===== src/rtl/vga_plot_if.sv =====
// Pixel-write bus shared between the drawing engines and the plot arbiter.
// Handshake: an engine holds req[i] high for its whole burst; a pixel is
// accepted on any cycle where grant[i], req[i] and plot_in[i] are all high,
// and done[i] marks the last accepted pixel. The registered pixel
// (x_out/y_out/color_out with plot_out) reaches the adapter one cycle later.
interface vga_plot_if #(
  parameter int N = 4
) ();
  logic [N-1:0]   req;
  logic [N-1:0]   done;
  logic [9*N-1:0] x_in;
  logic [8*N-1:0] y_in;
  logic [3*N-1:0] color_in;
  logic [N-1:0]   plot_in;
  logic [N-1:0]   grant;
  logic           busy;
  logic           timeout;
  logic [8:0]     x_out;
  logic [7:0]     y_out;
  logic [2:0]     color_out;
  logic           plot_out;
  logic [1:0]     dbg_state;

  // Engine side: drives requests and pixels, observes the arbiter.
  modport master (
    output req, done, x_in, y_in, color_in, plot_in,
    input  grant, busy, timeout, x_out, y_out, color_out, plot_out, dbg_state
  );

  // Arbiter side.
  modport slave (
    input  req, done, x_in, y_in, color_in, plot_in,
    output grant, busy, timeout, x_out, y_out, color_out, plot_out, dbg_state
  );
endinterface


===== src/rtl/vga_plot_arbiter.sv =====
// Round-robin arbiter sharing the vga_adapter pixel port among N drawing
// engines. One engine owns the port per grant, streams pixels until done,
// a dropped request, or the per-grant pixel limit, then a one-cycle gap
// and re-arbitration starting just after the previous owner.
module vga_plot_arbiter #(
  parameter int N         = 4,
  parameter int MAX_GRANT = 76800,
  parameter int CNT_W     = 17
) (
  input logic       clk,
  input logic       reset_n,
  vga_plot_if.slave bus
);
  localparam int IDX_W = (N > 1) ? $clog2(N) : 1;
  localparam logic [CNT_W-1:0] MAX_CNT  = CNT_W'(MAX_GRANT);
  localparam logic [IDX_W:0]   N_W      = (IDX_W+1)'(N);
  localparam logic [IDX_W-1:0] LAST_IDX = IDX_W'(N-1);

  typedef enum logic [1:0] {
    S_IDLE  = 2'd0,
    S_GRANT = 2'd1,
    S_GAP   = 2'd2
  } state_t;

  state_t           r_state, w_state_nx;
  logic [N-1:0]     r_grant, w_grant_nx;
  logic             r_busy, w_busy_nx;
  logic             r_timeout, w_timeout_nx;
  logic [8:0]       r_x, w_x_nx;
  logic [7:0]       r_y, w_y_nx;
  logic [2:0]       r_c, w_c_nx;
  logic             r_plot, w_plot_nx;
  logic [IDX_W-1:0] r_ptr, w_ptr_nx;
  logic [IDX_W-1:0] r_owner, w_owner_nx;
  logic [CNT_W-1:0] r_cnt, w_cnt_nx;

  logic [N-1:0]     w_rot;
  logic [IDX_W-1:0] w_off;
  logic [IDX_W:0]   w_sum;
  logic [IDX_W-1:0] w_sel;
  logic             w_any;

  logic             w_req_g, w_plot_g, w_done_g, w_fwd, w_cnt_hit;
  logic [8:0]       w_x_g;
  logic [7:0]       w_y_g;
  logic [2:0]       w_c_g;
  logic [CNT_W-1:0] w_cnt_inc;
  logic [IDX_W-1:0] w_ptr_after;

  // Round-robin pick: rotate requests so the pointer lands on bit 0, take
  // the lowest set bit, then rotate the offset back modulo N.
  always_comb begin
    w_rot = N'({bus.req, bus.req} >> r_ptr);
    w_off = '0;
    for (int k = N-1; k >= 0; k--) begin
      if (w_rot[k]) w_off = IDX_W'(k);
    end
    w_sum = {1'b0, r_ptr} + {1'b0, w_off};
    if (w_sum >= N_W) w_sum = w_sum - N_W;
    w_sel = w_sum[IDX_W-1:0];
    w_any = |bus.req;
  end

  // Owner's lane of the packed request/pixel buses; other lanes are ignored.
  always_comb begin
    w_req_g  = 1'b0;
    w_plot_g = 1'b0;
    w_done_g = 1'b0;
    w_x_g    = '0;
    w_y_g    = '0;
    w_c_g    = '0;
    for (int k = 0; k < N; k++) begin
      if (r_owner == IDX_W'(k)) begin
        w_req_g  = bus.req[k];
        w_plot_g = bus.plot_in[k];
        w_done_g = bus.done[k];
        w_x_g    = bus.x_in[9*k +: 9];
        w_y_g    = bus.y_in[8*k +: 8];
        w_c_g    = bus.color_in[3*k +: 3];
      end
    end
  end

  // Pixel counting and release helpers for the current owner.
  always_comb begin
    w_fwd       = w_plot_g & w_req_g;
    w_cnt_inc   = (r_cnt == {CNT_W{1'b1}}) ? r_cnt : r_cnt + 1'b1;
    w_cnt_hit   = (MAX_GRANT != 0) && w_fwd && (w_cnt_inc == MAX_CNT);
    w_ptr_after = (r_owner == LAST_IDX) ? '0 : r_owner + 1'b1;
  end

  // Next-state and next-output logic; registers hold unless changed below.
  always_comb begin
    w_state_nx   = r_state;
    w_grant_nx   = r_grant;
    w_busy_nx    = r_busy;
    w_timeout_nx = 1'b0;
    w_plot_nx    = 1'b0;
    w_x_nx       = r_x;
    w_y_nx       = r_y;
    w_c_nx       = r_c;
    w_ptr_nx     = r_ptr;
    w_owner_nx   = r_owner;
    w_cnt_nx     = r_cnt;
    unique case (r_state)
      S_IDLE: begin
        if (w_any) begin
          w_state_nx = S_GRANT;
          w_owner_nx = w_sel;
          w_busy_nx  = 1'b1;
          w_cnt_nx   = '0;
          for (int k = 0; k < N; k++) begin
            w_grant_nx[k] = (w_sel == IDX_W'(k));
          end
        end
      end
      S_GRANT: begin
        w_x_nx    = w_x_g;
        w_y_nx    = w_y_g;
        w_c_nx    = w_c_g;
        w_plot_nx = w_fwd;
        if (w_plot_g) w_cnt_nx = w_cnt_inc;
        // Dropped request beats done, done beats the pixel limit.
        if (!w_req_g || w_done_g || w_cnt_hit) begin
          w_state_nx   = S_GAP;
          w_grant_nx   = '0;
          w_busy_nx    = 1'b0;
          w_ptr_nx     = w_ptr_after;
          w_timeout_nx = w_req_g && !w_done_g && w_cnt_hit;
        end
      end
      S_GAP: begin
        w_state_nx = S_IDLE;
      end
      default: begin
        w_state_nx = S_IDLE;
      end
    endcase
  end

  // State and output registers with synchronous active-low reset.
  always_ff @(posedge clk) begin
    if (!reset_n) begin
      r_state   <= S_IDLE;
      r_grant   <= '0;
      r_busy    <= 1'b0;
      r_timeout <= 1'b0;
      r_x       <= '0;
      r_y       <= '0;
      r_c       <= '0;
      r_plot    <= 1'b0;
      r_ptr     <= '0;
      r_owner   <= '0;
      r_cnt     <= '0;
    end else begin
      r_state   <= w_state_nx;
      r_grant   <= w_grant_nx;
      r_busy    <= w_busy_nx;
      r_timeout <= w_timeout_nx;
      r_x       <= w_x_nx;
      r_y       <= w_y_nx;
      r_c       <= w_c_nx;
      r_plot    <= w_plot_nx;
      r_ptr     <= w_ptr_nx;
      r_owner   <= w_owner_nx;
      r_cnt     <= w_cnt_nx;
    end
  end

  assign bus.grant     = r_grant;
  assign bus.busy      = r_busy;
  assign bus.timeout   = r_timeout;
  assign bus.x_out     = r_x;
  assign bus.y_out     = r_y;
  assign bus.color_out = r_c;
  assign bus.plot_out  = r_plot;
  assign bus.dbg_state = r_state;
endmodule


===== src/flat_wrapper.sv =====
// flat-port wrapper written by rule: the top's interface ports become plain ports
module vga_plot_arbiter_flat 
#(
  parameter int N         = 4,
  parameter int MAX_GRANT = 76800,
  parameter int CNT_W     = 17
)
  (clk, reset_n, bus_req, bus_done, bus_x_in, bus_y_in, bus_color_in, bus_plot_in, bus_grant, bus_busy, bus_timeout, bus_x_out, bus_y_out, bus_color_out, bus_plot_out, bus_dbg_state);
  vga_plot_if #(.N(N)) bus_i ();
  input logic clk;
  input logic reset_n;
  input wire logic [$bits(bus_i.req)-1:0] bus_req;
  input wire logic [$bits(bus_i.done)-1:0] bus_done;
  input wire logic [$bits(bus_i.x_in)-1:0] bus_x_in;
  input wire logic [$bits(bus_i.y_in)-1:0] bus_y_in;
  input wire logic [$bits(bus_i.color_in)-1:0] bus_color_in;
  input wire logic [$bits(bus_i.plot_in)-1:0] bus_plot_in;
  output wire logic [$bits(bus_i.grant)-1:0] bus_grant;
  output wire logic [$bits(bus_i.busy)-1:0] bus_busy;
  output wire logic [$bits(bus_i.timeout)-1:0] bus_timeout;
  output wire logic [$bits(bus_i.x_out)-1:0] bus_x_out;
  output wire logic [$bits(bus_i.y_out)-1:0] bus_y_out;
  output wire logic [$bits(bus_i.color_out)-1:0] bus_color_out;
  output wire logic [$bits(bus_i.plot_out)-1:0] bus_plot_out;
  output wire logic [$bits(bus_i.dbg_state)-1:0] bus_dbg_state;
  assign bus_i.req = bus_req;
  assign bus_i.done = bus_done;
  assign bus_i.x_in = bus_x_in;
  assign bus_i.y_in = bus_y_in;
  assign bus_i.color_in = bus_color_in;
  assign bus_i.plot_in = bus_plot_in;
  assign bus_grant = bus_i.grant;
  assign bus_busy = bus_i.busy;
  assign bus_timeout = bus_i.timeout;
  assign bus_x_out = bus_i.x_out;
  assign bus_y_out = bus_i.y_out;
  assign bus_color_out = bus_i.color_out;
  assign bus_plot_out = bus_i.plot_out;
  assign bus_dbg_state = bus_i.dbg_state;
  vga_plot_arbiter #(.N(N), .MAX_GRANT(MAX_GRANT), .CNT_W(CNT_W)) u_core (.clk(clk), .reset_n(reset_n), .bus(bus_i));
endmodule

===== config.mk =====
export PLATFORM = sky130hd
export DESIGN_NAME = vga_plot_arbiter_flat
export DESIGN_NICKNAME = d
export VERILOG_FILES = /design/src/rtl/vga_plot_if.sv /design/src/rtl/vga_plot_arbiter.sv /design/src/flat_wrapper.sv
export SDC_FILE = /design/constraint.sdc
export NUM_CORES = 1
export LEC_CHECK = 0
export CAP_MARGIN = 20
export CORE_UTILIZATION = 30
export CTS_BUF_LIST = sky130_fd_sc_hd__clkbuf_16
export DETAILED_ROUTE_END_ITERATION = 6
export GPL_ROUTABILITY_DRIVEN = 1
export SYNTH_ARGS = -nofsm -noshare
export SYNTH_HDL_FRONTEND = slang
export SYNTH_SLANG_ARGS = --single-unit

===== constraint.sdc =====
create_clock -name clk -period 4.4 [get_ports clk]
set_input_delay 0.88 -clock clk [delete_from_list [all_inputs] [get_ports clk]]
set_output_delay 0.88 -clock clk [all_outputs]
set_load 0.03 [all_outputs]

After elaboration in Yosys (flattened, before gate mapping)
Index checks and enable logic that the tools add are counted.
{"block": "word_totals", "in_bits": 94, "elab_cells": 92, "regBits": 50, "output_inout_bits": 29}
{"block": "classes", "bitwise_logic": 1, "order_cmp": 1, "n_shift": 1, "reduce_logical": 19, "add_sub_neg": 4, "eq_ne": 12, "n_mux": 43}
{"op": "$mux W17", "n": 3}
{"op": "$mux W9", "n": 4}
{"op": "$eq A17 B17 Y1 const B", "n": 2}
{"op": "$pmux W17 S2", "n": 1}
{"op": "$mux W8", "n": 4}
{"op": "$add A17 B1 Y17 const B", "n": 1}
{"op": "$mux W2", "n": 8}
{"op": "$mux W1", "n": 14}
{"op": "$mux W3", "n": 4}
{"op": "$reduce_and A3 Y1", "n": 3}
{"op": "$eq A2 B2 Y1 const B", "n": 4}
{"op": "$mux W4", "n": 2}
{"op": "$pmux W4 S2", "n": 1}
{"op": "$reduce_and A2 Y1", "n": 4}
{"op": "$shr A8 B2 Y4", "n": 1}
{"op": "$eq A2 B1 Y1 const B", "n": 3}
{"op": "$logic_not A2 Y1", "n": 3}
{"op": "$ne A2 B1 Y1 const B", "n": 3}
{"op": "$pmux W2 S2", "n": 1}
{"op": "$reduce_or A4 Y1", "n": 1}
{"op": "$add A2 B2 Y3", "n": 1}
{"op": "$ge A3 B3 Y1 const B", "n": 1}
{"op": "$logic_and A1 B1 Y1", "n": 3}
{"op": "$add A2 B1 Y2 const B", "n": 1}
{"op": "6 further kinds", "n": 8}

Longest topological paths before layout
{"block": "logic_depth", "ltp_word": 11, "depth_mapped": 12, "ltp_nobuf": 9}

Least setup slack after synthesis
Ideal clock, no wire load.
{"block": "synth_path", "path_kind": "input port to flip-flop", "startpoint": "input port bus_plot_in[1]", "endpoint": "register u_core.r_ptr[0]", "path_buffers": 1, "path_stages": 7, "slack_ns": 1.854, "required_time_ns": 4.278, "arrival_time_ns": 2.424, "setup_ns": 0.122, "path_cell_list": "a211oi_1 a211oi_1 nand3_1 a2111oi_4 nand4b_1 buf_4 a311o_1"}
{"block": "synth_via", "elab_chain_len": 7}
{"item": "start, declared", "line_no": "flat_wrapper.sv:17", "rtl": "input wire logic [$bits(bus_i.plot_in)-1:0] bus_plot_in;"}
{"item": "$mux W1 (3 in a row)", "line_no": "vga_plot_arbiter.sv:73", "rtl": "if (r_owner == IDX_W'(k)) begin"}
{"item": "$and A1 B1 Y1", "line_no": "vga_plot_arbiter.sv:86", "rtl": "w_fwd = w_plot_g & w_req_g;"}
{"item": "$logic_and A1 B1 Y1", "line_no": "vga_plot_arbiter.sv:88", "rtl": "w_cnt_hit = (MAX_GRANT != 0) && w_fwd && (w_cnt_inc == MAX_CNT);"}
{"item": "$logic_or A1 B1 Y1", "line_no": "vga_plot_arbiter.sv:124", "rtl": "if (!w_req_g || w_done_g || w_cnt_hit) begin"}
{"item": "$reduce_and A2 Y1 (no line)"}
{"item": "end signal, assigned", "line_no": "vga_plot_arbiter.sv:164", "rtl": "r_ptr <= w_ptr_nx;"}
{"item": "end, declared", "line_no": "vga_plot_arbiter.sv:33", "rtl": "logic [IDX_W-1:0] r_ptr, w_ptr_nx;"}
Every way passes these cells.
A chain may end at the register's enable or synchronous reset.

Worst setup path after layout
{"block": "layout_path", "startpoint": "input port bus_req[0]", "endpoint": "register u_core.r_ptr[0]"}
{"block": "layout_via", "elab_chain_len": 8, "elab_cells_between_ends": 10, "classes_between": "mux (4); bitwise (1); reduce/logical (5)"}
{"item": "start, declared", "line_no": "flat_wrapper.sv:12", "rtl": "input wire logic [$bits(bus_i.req)-1:0] bus_req;"}
{"item": "$mux W1 (*) (4 in a row)", "line_no": "vga_plot_arbiter.sv:73"}
{"item": "$and A1 B1 Y1 or $logic_not A1 Y1 (tied branches)", "line_no": "vga_plot_arbiter.sv:86, vga_plot_arbiter.sv:124"}
{"item": "$logic_and A1 B1 Y1 or $logic_or A1 B1 Y1 (tied branches)", "line_no": "vga_plot_arbiter.sv:88, vga_plot_arbiter.sv:124"}
{"item": "$logic_or A1 B1 Y1 (*)", "line_no": "vga_plot_arbiter.sv:124"}
{"item": "$reduce_and A2 Y1 (no line) (*)"}
Mark *: on every way between the ends. The rest lies on a longest branch, timed or not.

==> run summary <==
CRITICAL PATH
----------------------------------------------------------------------------------------
Type of the worst setup path                                                      in2reg
Highest fanout seen on the critical path                                              11
Worst R2R End                                                               u_core.r_ptr[0]$_SDFFE_PN0P_
WP data required                                                                 4.58 ns
Data arrival time of the worst path                                              3.50 ns
Crit path launch                                                              bus_req[0]
Reg2reg path depth                                                                     9
Critical-path cell list                                                     clkdlybuf4s50_1, nand3b_1, a221oi_1, nand3_1, a2111oi_4, nand4b_1, a311o_1
Launch instance of the worst register-to-register path                      u_core.r_owner[1]$_SDFFE_PN0P_
Reg-to-reg slack, setup                                                          1.23 ns
CP max stage cell                                                           clkdlybuf4s50_1
Bufs and invs on worst path                                                            1
Category of cells accounting for the largest share of critical-path delay   compound AO/OA/AOI/OAI gates
Crit-path max cell delay                                                         0.60 ns
Setup crit end kind                                                                 flop
Critical Path Start Type                                                       input pin

GLOBAL ROUTE
----------------------------------------------------------------------------------------
Largest net degree at the start of global routing                                     47
Antenna violations before repair                                                       0
Sum of overflow across all layers after global routing                                 0
Number of global-route vias before repair                                           3582
Wire length of the first global-routing pass                                    17500 µm
Total Routing Usage GR                                                             18.6%

PWR
----------------------------------------------------------------------------------------
Sequential share of power                                                          27.5%
Switching power total                                                            1.04 mW
Pwr dens                                                                      485 nW/µm²
Leakage component of the power                                                   1.65 nW
Power, Total                                                                     2.35 mW
Largest voltage drop on the vdd net                                               229 µV
Combinational cell fraction of total power                                         56.1%
Portion of total power attributed to the clock network                             16.4%
Internal Power                                                                   1.30 mW
Switching Fraction                                                                 44.5%

STA
----------------------------------------------------------------------------------------
Setup skew after layout                                                       0.00550 ns
Clock period minus final worst setup slack                                       3.32 ns
Highest Clock Rate                                                             0.301 GHz
Count of endpoints failing setup in the final report                                   0
Worst slew margin relative to its limit                                            54.0%
Fin crit share                                                                     75.4%
Worst setup slack after layout                                                   1.08 ns
Max Slew Vio Count                                                                     0
Hold violation count in the final report                                               0
Total Neg Setup Slack                                                               0 ns
Setup repair after global routing missed its margin                                false
Actual slew at the worst max-slew pin                                           0.690 ns

FLOORPLANNING
----------------------------------------------------------------------------------------
Top-level port count                                                                 123
Placeable core area                                                            11000 µm²
Die height                                                                        109 µm
Overall die width                                                                 109 µm
Initial Util                                                                       31.2%
DIE AREA                                                                       11900 µm²
Number of rows in the core area                                                       38

SYNTH
----------------------------------------------------------------------------------------
Number of enable flip-flop cells after synthesis                                       0
Instance count of the mapped netlist                                                 470
Synthesized netlist net count                                                        570
Top-count cell post-synth                                                         nor2_1
Area contributors post-synth                                                dfxtp_1 29%, nor2_1 8.1%, nand2_1 5.5%, a21oi_1 5.4%, o211ai_1 4.8%
Cell variety after synth                                                              66
Post-synth top cells                                                        74 x nor2_1, 50 x dfxtp_1, 50 x nand2_1, 37 x a21oi_1, 33 x o21ai_0
Area share of the largest cell type after synthesis                                29.2%
Number of synthesized register bits                                                   50
Synth area leader                                                                dfxtp_1
Sequential fraction of the synthesis area                                          29.2%
Synth warnings                                                                         0
Synthesized cell area                                                           3430 µm²
Share of flip-flops with an asynchronous set or reset after synthesis                 0%
Primary FF master, synth                                                         dfxtp_1
Mean Syn Cell Area                                                              7.29 µm²

CTS
----------------------------------------------------------------------------------------
Later-pin clock latency in the skew report                                       0.29 ns
Root Buffer                                                                    clkbuf_16
# H-tree levels                                                                        2
# Post-CTS Setup Buffers                                                               0
Hold bufs inserted after CTS                                                           0
Clock sink count                                                                      50
Max clock buf depth                                                                    2
Clock tree from TritonCTS                                                            yes
Cts bufs inserted                                                                      5
Number of instances resized during post-cts repair                                     0
Clock-pin slew on the worst setup and hold paths                                 0.07 ns

CELLS AND AREA
----------------------------------------------------------------------------------------
Cell area after layout                                                          4840 µm²
Layout cell share with drive strength beyond 1                                     5.84%
Final layout net count                                                               665
Layout overhead on the synthesized area                                            41.3%
N_diodes                                                                               0
Post-route non-filler standard cell count                                            705
Number of fillers in the final layout                                               1116

PLACEMENT
----------------------------------------------------------------------------------------
HPWL after detailed placement                                                    8040 µm
Area of placed instances                                                        4700 µm²
IO Port Bufs                                                                         122
Global placer's final weighted congestion                                          0.898
Worst-case setup slack after placement                                          0.794 ns
Count of placed standard cells including taps                                        698

HOLD PATH
----------------------------------------------------------------------------------------
Worst Hold End                                                              u_core.bus.grant[3]$_SDFFE_PN0P_
Hold path startpoint                                                        u_core.bus.grant[3]$_SDFFE_PN0P_
Path class of the lowest-slack min-delay path                                    reg2reg
Hold Path Depth                                                                        2

DETAILED ROUTING
----------------------------------------------------------------------------------------
DR pass1 iterations                                                                    4
Average vias per placed instance                                                    5.40
Number of DRC violations after detailed routing                                        0
Post-detailed-routing wire length                                               10600 µm
Number of DRC markers in iteration 0                                                 166
Average detailed-routed wire length per instance                                 15.0 µm
ANT nets after route                                                                   0
Via total after detailed routing                                                    3805

STATUS
----------------------------------------------------------------------------------------
Status                                                                         completed

FLOW RUN
----------------------------------------------------------------------------------------
Count of max-cap constraint violations                                                 0

==> cell type report <==
cell class	instances	area [µm²]	area share [%]
clock inverter	2	13.8	0.284
tap	140	175	3.62
clock buffer	5	125	2.59
timing repair buffer	130	1280	26.5
sequential	50	1000	20.7
multi-input combinational	372	2220	45.9
inverter	6	22.5	0.465
==> kinds of logic (layout without fill, tap and decap cells) <==
family	Yosys count	in the layout	share of synthesized area (%)
adders and majority gates	7	7	2.48
and+or+nand+nor	202	202	29.5
AOI/OAI and AO/OA	152	152	29.5
muxes	6	6	1.94
xor gates and xnor gates	5	5	1.28
buffers and inverters	48	143	6.03
DFF	50	50	29.2
==> power by group through the flow <==
stage               Sequential [mW]  Clock, mW  Combinational [mW]
floorplan                     0.794          0               0.720
global placement              0.646          0                1.32
detailed placement            0.649          0                1.32
CTS                           0.644      0.394                1.33
global route                  0.660      0.414                1.46
finish                        0.645      0.385                1.32
==> how the worst max path moves through the flow <==
stage / cells after the start / endpoint / slack (ns)
global route: 7 / u_core.r_ptr[0]$_SDFFE_PN0P_ / 0.85
CTS: 7 / u_core.r_ptr[0]$_SDFFE_PN0P_ / 1.08
floorplan: 7 / u_core.r_ptr[0]$_SDFFE_PN0P_ / 1.85
detailed placement: 7 / u_core.r_ptr[0]$_SDFFE_PN0P_ / 0.79
global placement: 7 / u_core.r_ptr[0]$_SDFFE_PN0P_ / 0.88
finish: 7 / u_core.r_ptr[0]$_SDFFE_PN0P_ / 1.08
==> sequential cells by signal, indices dropped and copies added (netlist names) <==
name	cells
u_core.bus.x_out	9
u_core.r_owner	2
u_core.bus.grant	4
u_core.bus.plot_out	1
u_core.bus.timeout	1
u_core.bus.dbg_state	2
u_core.r_ptr	2
u_core.bus.y_out	8
u_core.bus.busy	1
u_core.r_cnt	17
u_core.bus.color_out	3
==> routing by layer <==
| layer | routed length (µm) | track usage, % | vias up |
|---|---|---|---|
| met2 | 4910 | 31.8 | 155 |
| met3 | 849 | 4.72 | 10 |
| li1 | - | - | 1919 |
| met4 | 133 | 5.60 | 0 |
| met5 | 0 | 0 | - |
| met1 | 4690 | 22.9 | 1721 |
==> worst reg2reg max path: stages (launching register included) <==
cell       delay [ns]
dfxtp_1          0.38
inv_1            0.08
ha_1             0.24
buf_4            0.24
nand3b_1         0.18
a211oi_1         0.52
nand3_1          0.23
a2111oi_4        0.31
nand4b_1         0.43
a311o_1          0.45
==> placed cells by master, fill, tap and decap left out, types with 6 or more instances in the layout <==
master and instances:
clkdlybuf4s50_1 122, nor2_1 74, nand2_1 50, dfxtp_1 50, a21oi_1 37, o21ai_0 33
o211ai_1 22, a22oi_1 21, nand3_1 12, nand4_1 11, nor4_1 8, buf_4 8
a31oi_1 7, inv_1 6, ha_1 6
==> metrics by stage <==
| stage | utilization [%] | hold WS (ns) |
|---|---|---|
| 3_5_place_dp | 42.8 | 0.490 |
| 2_1_floorplan | - | 0.478 |
| 3_3_place_gp | 42.8 | 0.474 |
| 5_1_grt | 44.1 | 0.536 |
| 4_1_cts | 44.1 | 0.500 |
| 6_report | 44.1 | 0.496 |
Note: power is estimated with default switching activity, not from simulation.
